### src/rtl/vga_timing_gen.sv
// 640x480 VGA raster timing: pixel position, active-video flag, sync pulses and a frame strobe.
// Define VGA_TIMING_PIXEL_DIV2_EN to advance one pixel every second clk.
module vga_timing_gen #(
   parameter int unsigned H_ACTIVE = 640,
   parameter int unsigned H_FP     = 16,
   parameter int unsigned H_SYNC   = 96,
   parameter int unsigned H_BP     = 48,
   parameter int unsigned V_ACTIVE = 480,
   parameter int unsigned V_FP     = 10,
   parameter int unsigned V_SYNC   = 2,
   parameter int unsigned V_BP     = 33,
   parameter logic        SYNC_POL = 1'b0
) (
   input  logic       clk,
   input  logic       rst,
   output logic       hsync,
   output logic       vsync,
   output logic       active,
   output logic [9:0] x,
   output logic [9:0] y,
   output logic       next_frame
);

   localparam int unsigned W        = 10;
   localparam int unsigned H_TOTAL  = H_ACTIVE + H_FP + H_SYNC + H_BP;
   localparam int unsigned V_TOTAL  = V_ACTIVE + V_FP + V_SYNC + V_BP;
   localparam int unsigned HS_START = H_ACTIVE + H_FP;
   localparam int unsigned HS_END   = HS_START + H_SYNC;
   localparam int unsigned VS_START = V_ACTIVE + V_FP;
   localparam int unsigned VS_END   = VS_START + V_SYNC;

   // Counters are 10 bits wide; larger rasters cannot be represented.
   if (H_TOTAL > 1024 || V_TOTAL > 1024) begin : g_total_check
      $error("vga_timing_gen: H_TOTAL and V_TOTAL must not exceed 1024");
   end

   logic         tick_c;
   logic [W-1:0] h_nxt_c;
   logic [W-1:0] v_nxt_c;

`ifdef VGA_TIMING_PIXEL_DIV2_EN
   logic phase;

   // Pixel tick on every second clk; first tick lands on the 2nd edge after reset.
   always_ff @(posedge clk or posedge rst) begin
      if (rst) phase <= 1'b0;
      else     phase <= ~phase;
   end

   assign tick_c = phase;
`else
   assign tick_c = 1'b1;
`endif

   // Next raster position; x/y are the position registers themselves.
   always_comb begin
      h_nxt_c = x;
      v_nxt_c = y;
      if (tick_c) begin
         if (x == W'(H_TOTAL - 1)) begin
            h_nxt_c = '0;
            v_nxt_c = (y == W'(V_TOTAL - 1)) ? '0 : y + W'(1);
         end else begin
            h_nxt_c = x + W'(1);
         end
      end
   end

   // All outputs decode the next position so they share the position's edge.
   always_ff @(posedge clk or posedge rst) begin
      if (rst) begin
         x          <= W'(H_TOTAL - 1);
         y          <= W'(V_TOTAL - 1);
         active     <= 1'b0;
         hsync      <= ~SYNC_POL;
         vsync      <= ~SYNC_POL;
         next_frame <= 1'b0;
      end else begin
         x          <= h_nxt_c;
         y          <= v_nxt_c;
         active     <= (h_nxt_c < W'(H_ACTIVE)) && (v_nxt_c < W'(V_ACTIVE));
         hsync      <= ((h_nxt_c >= W'(HS_START)) && (h_nxt_c < W'(HS_END))) ? SYNC_POL : ~SYNC_POL;
         vsync      <= ((v_nxt_c >= W'(VS_START)) && (v_nxt_c < W'(VS_END))) ? SYNC_POL : ~SYNC_POL;
         next_frame <= tick_c && (h_nxt_c == '0) && (v_nxt_c == W'(V_ACTIVE));
      end
   end

endmodule

### config.mk
export PLATFORM = sky130hd
export DESIGN_NAME = vga_timing_gen
export DESIGN_NICKNAME = d
export VERILOG_FILES = /design/src/rtl/vga_timing_gen.sv
export SDC_FILE = /design/constraint.sdc
export NUM_CORES = 1
export LEC_CHECK = 0
export CAP_MARGIN = 40
export CORE_UTILIZATION = 55
export CTS_BUF_LIST = sky130_fd_sc_hd__clkbuf_16
export CTS_CLUSTER_DIAMETER = 150
export DETAILED_ROUTE_END_ITERATION = 10
export GPL_ROUTABILITY_DRIVEN = 0
export GPL_TIMING_DRIVEN = 0
export PLACE_DENSITY = 0.83
export SYNTH_ARGS = -nofsm -noshare
export SYNTH_HDL_FRONTEND = slang
export SYNTH_SLANG_ARGS = --single-unit
### constraint.sdc
create_clock -name clk -period 3.1 [get_ports clk]
set_clock_uncertainty 0.05 [all_clocks]
set_input_delay 0.465 -clock clk [delete_from_list [all_inputs] [get_ports clk]]
set_output_delay 0.465 -clock clk [all_outputs]
set_load 0.005 [all_outputs]
# After elaboration in Yosys (flattened, before gate mapping)
# Index checks and enable logic that the tools add are counted.
# totals
output_inout_bits	24
wordCells	27
regBits	24
# classes
add_sub_neg	2
reduce_logical	5
mux	5
n_eq_ne	3
order_cmp	6
# op_table
op	count
$mux W10	3
$add A10 B1 Y10 const B	2
$eq A10 B10 Y1 const B	2
$lt A10 B10 Y1 const B	2
$lt A10 B9 Y1 const B	2
$eq A10 B9 Y1 const B	1
$ge A10 B10 Y1 const B	1
$ge A10 B9 Y1 const B	1
$logic_not A10 Y1	1
$logic_and A1 B1 Y1	4
$mux W1	2

# Longest topological paths before layout
# logic_depth
depth_word	6
depth_mapped	8
mapped_depth_nobuf	7

# Worst setup path after synthesis
# No wires, ideal clock.
# synth_timing
path_kind	reg-to-reg
from	register x[0]
to	register active
stages_incl_launch_ff	8
t_required_ns	2.924
slack_ns	1.000
t_arrival_ns	1.924
setup_time_ns	0.126
path_cell_list	dfstp_2 > ha_1 > and4_1 > buf_6 > nand4_2 > or4_1 > a22oi_2 > nor3_1
# synth_via
elab_chain_cells	4
elab_cells_between_ends	7
cone_classes	add/sub: 1; order compare: 2; eq/ne: 1; mux: 2; reduce/logical: 1
# synth_rtl
item	line	source
from (decl)	19	output logic [9:0] x,
from (signal assigned)	72	x <= W'(H_TOTAL - 1);
from (signal assigned)	79	x <= h_nxt_c;
$eq A10 B10 Y1	60	if (x == W'(H_TOTAL - 1)) begin
$mux W10	60	
net v_nxt_c[9]	39	logic [W-1:0] v_nxt_c;
$lt A10 B9 Y1	81	active <= (h_nxt_c < W'(H_ACTIVE)) && (v_nxt_c < W'(V_ACTIVE));
$logic_and A1 B1 Y1	81	
to (signal assigned)	81	
to (decl)	18	output logic active,
# The timed path passes the listed nets, and every way through them passes these cells.

# Final worst setup path
# layout_timing
from	register x[0]
to	register vsync
# layout_via
elab_chain_cells	5
elab_cells_between_ends	6
cone_classes	order compare: 2; eq/ne: 1; mux: 2; reduce/logical: 1
# layout_rtl
item	line	source
$eq A10 B10 Y1 *	60	
$mux W10 *	60	
net v_nxt_c[3]	39	
$ge A10 B9 Y1 / $lt A10 B9 Y1 (equally long branches)	83	vsync <= ((v_nxt_c >= W'(VS_START)) && (v_nxt_c < W'(VS_END))) ? SYNC_POL : ~SYNC_POL;
$logic_and A1 B1 Y1 *	83	
$mux W1 *	83	
to (signal assigned)	76	vsync <= ~SYNC_POL;
to (signal assigned)	83	
to (decl)	17	output logic vsync,
# Mark *: on every way through the listed nets, which the timed path passes. The rest lies on a longest branch.

==> results.tsv <==
metric	value	unit
status	complete, no violations	
final slew viol count	0	
Initial Util	0.596	
first-pass GRT wire length	5820	um
PortBufs	25	
Top FF cell, synth	dfstp_2	
antenna cell count	0	
global routing usage summed across all routing layers	0.276	
Placed Cells	205	
Core ar.	2520	um^2
drt pass-1 iters	4	
Post-CTS Setup Bufs	0	
num ports	26	
final instance area	1910	um^2
CTS tree	yes	
clock net sink count	24	
total power	691	uW
setup TNS	0	ns
Clk pin slew, worst setup/hold paths	0.06	ns
f_max	0.429	GHz
final setup fails	0	
Post-CTS Hold Buffers	0	
WL per Instance	16.9	um
Mean Syn Cell Area	10.1	um^2
Post-Synthesis Cells	149	
DP Worst Slack	0.811	ns
Critical Path RT	3.21	ns
Power per Cell Area	362	nW/um^2
final std cells w/o fill	209	
asr flop ratio synth	1.00	
worst slew pin tran	0.455	ns
Tmin final	2.33	ns
Clk Latency, worst-skew pair	0.26	ns
count of cell types in the netlist	50	
Cell Area, Synth	1500	um^2
post-synthesis sequential area ratio	0.410	
area of placed instances	1810	um^2
CP arrival	2.44	ns
vias in the first global route	1286	
CP Capture Type	flip-flop	
Clock Path Buffers	2	
Residual DRC	0	
standard-cell row count	18	
Worst slew margin	0.694	
Area Overhead vs Synth	27.1	%
die height	54.3	um
# H-tree levels	1	
Post-CTS Resized	0	
RSZ-0062 raised after global routing	false	
Max FO, Critical Path	10	
CTS root buf	clkbuf_16	
fin nets	185	
largest net degree at the start of global routing	15	
ANT nets after route	0	
TritonCTS Buffers	3	
Post-synth EDFFs	0	
via count	1315	
period utilisation layout	0.752	
VDD IR max	0.348	mV
Initial DRC Count	42	
Hold Vio Cnt, Final	0	
Leak	0.771	nW
global route overflow	0	
DIE WIDTH	54.3	um
critical path class	reg -> reg	
final setup margin	0.769	ns
Yosys reg bits	24	
Via density	6.29	
full die area	2950	um^2
initial antenna violation count	0	
Hold Crit Class	in -> async	
Detailed Place HPWL	2570	um
Detailed Route WL	3530	um
element type at the critical path start	flip-flop	
Reg2Reg Setup Slack	0.77	ns
Synth Warn #	0	
max-cap viol count	0	
fraction of layout cells with a size suffix above 1	0.218	
Synth Net Count	154	
-- sequential cells by signal (all words and copies together), names as in the netlist --
name,flops
active,1
hsync,1
next_frame,1
vsync,1
x,10
y,10
-- synthesized netlist by cell type, types with 2 or more instances --
cell type,number,area [um^2]
a21o_1,2,15.0
a21oi_1,2,10.0
a2bb2oi_1,2,17.5
and3_1,4,25.0
and4_1,2,17.5
buf_2,4,20.0
buf_6,4,45.0
dfrtp_1,12,300
dfstp_2,12,315
ha_1,3,37.5
inv_1,7,26.3
nand2_1,11,41.3
nand3_1,9,45.0
nand3_2,2,20.0
nand4_1,4,25.0
nand4b_1,2,17.5
nor2_1,10,37.5
nor3_1,4,20.0
nor3b_1,2,15.0
nor4_1,3,18.8
o2111ai_1,4,35.0
o21ai_0,5,25.0
o31ai_1,2,15.0
xnor2_1,6,52.6
xor2_1,6,52.6
-- cell usage in the layout (no fill, tap or decap), drive strengths merged, types with 2 or more instances in the layout --
| cell type | synthesis | layout |
|---|---|---|
| clkdlybuf4s50 | 0 | 25 |
| dfrtp | 12 | 12 |
| dfstp | 12 | 12 |
| nand2 | 11 | 11 |
| nor2 | 11 | 11 |
| nand3 | 11 | 11 |
| buf | 8 | 9 |
| inv | 7 | 7 |
| xnor2 | 6 | 6 |
| xor2 | 6 | 6 |
| o21ai | 6 | 6 |
| nand4 | 5 | 5 |
| nor3 | 5 | 5 |
| and3 | 4 | 4 |
| o2111ai | 4 | 4 |
| nor4 | 4 | 4 |
| clkbuf | 1 | 4 |
| ha | 3 | 3 |
| o31ai | 3 | 3 |
| and4 | 2 | 2 |
| a21oi | 2 | 2 |
| nor3b | 2 | 2 |
| a21o | 2 | 2 |
| a2bb2oi | 2 | 2 |
| nand4b | 2 | 2 |
| a211oi | 2 | 2 |
-- metrics by stage --
| stage | hold WS [ns] | utilization |
|---|---|---|
| global placement | 0.460 | 0.710 |
| finish | 0.450 | 0.757 |
| CTS | 0.459 | 0.757 |
| floorplan | 0.421 | - |
| detailed placement | 0.462 | 0.716 |
| global route | 0.487 | 0.757 |
-- layout make-up --
cell class                 count  area (um^2)
tap                           30         37.5
timing repair buffer          26          265
clock buffer                   3         75.1
buffer                         9         70.1
sequential                    24          616
multi-input combinational    109          791
inverter                       7         26.3
fill                         183          612
clock inverter                 1         30.0
-- path summary, 6_finish.rpt --
path	startpoint	to	cells after the start
min reg2reg	x[0]	x[0]	1
max	x[0]	vsync	8
min in group clk	x[0]	x[0]	1
max in group asynchronous	rst	y[9]	3
min	rst	x[7]	2
max reg2reg	x[0]	vsync	8
-- power by group --
group	internal, mW	switching (mW)
logic	0.00289	0.00618
clock network	0.257	0.111
registers	0.314	0
total	0.574	0.118
-- cells by family after synthesis --
| kind of cell | count (synthesis) | share of synthesized area |
|---|---|---|
| adders and majority gates | 3 | 0.0250 |
| xor gates and xnor gates | 12 | 0.0699 |
| buffers and inverters | 16 | 0.0641 |
| DFF | 24 | 0.410 |
| AOI/OAI and AO/OA | 27 | 0.155 |
| muxes | 1 | 0.00749 |
| and+or+nand+nor | 66 | 0.269 |
-- worst max-delay path: stages (launching register included) --
cell and delay, ns:
dfstp_2 0.57, ha_1 0.25, and4_1 0.23, buf_6 0.13, and3_1 0.16, buf_6 0.15, nand2_1 0.11, o31ai_2 0.41
nand4b_1 0.17
-- layer usage --
| metal | global-route usage | vias up | wire [um] |
|---|---|---|---|
| met5 | 0 | - | 0 |
| met4 | 0.137 | 0 | 82 |
| met3 | 0.0278 | 9 | 240 |
| met2 | 0.461 | 63 | 1740 |
| met1 | 0.351 | 630 | 1460 |
| li1 | - | 613 | - |
Note: power is estimated with default switching activity, not from simulation.
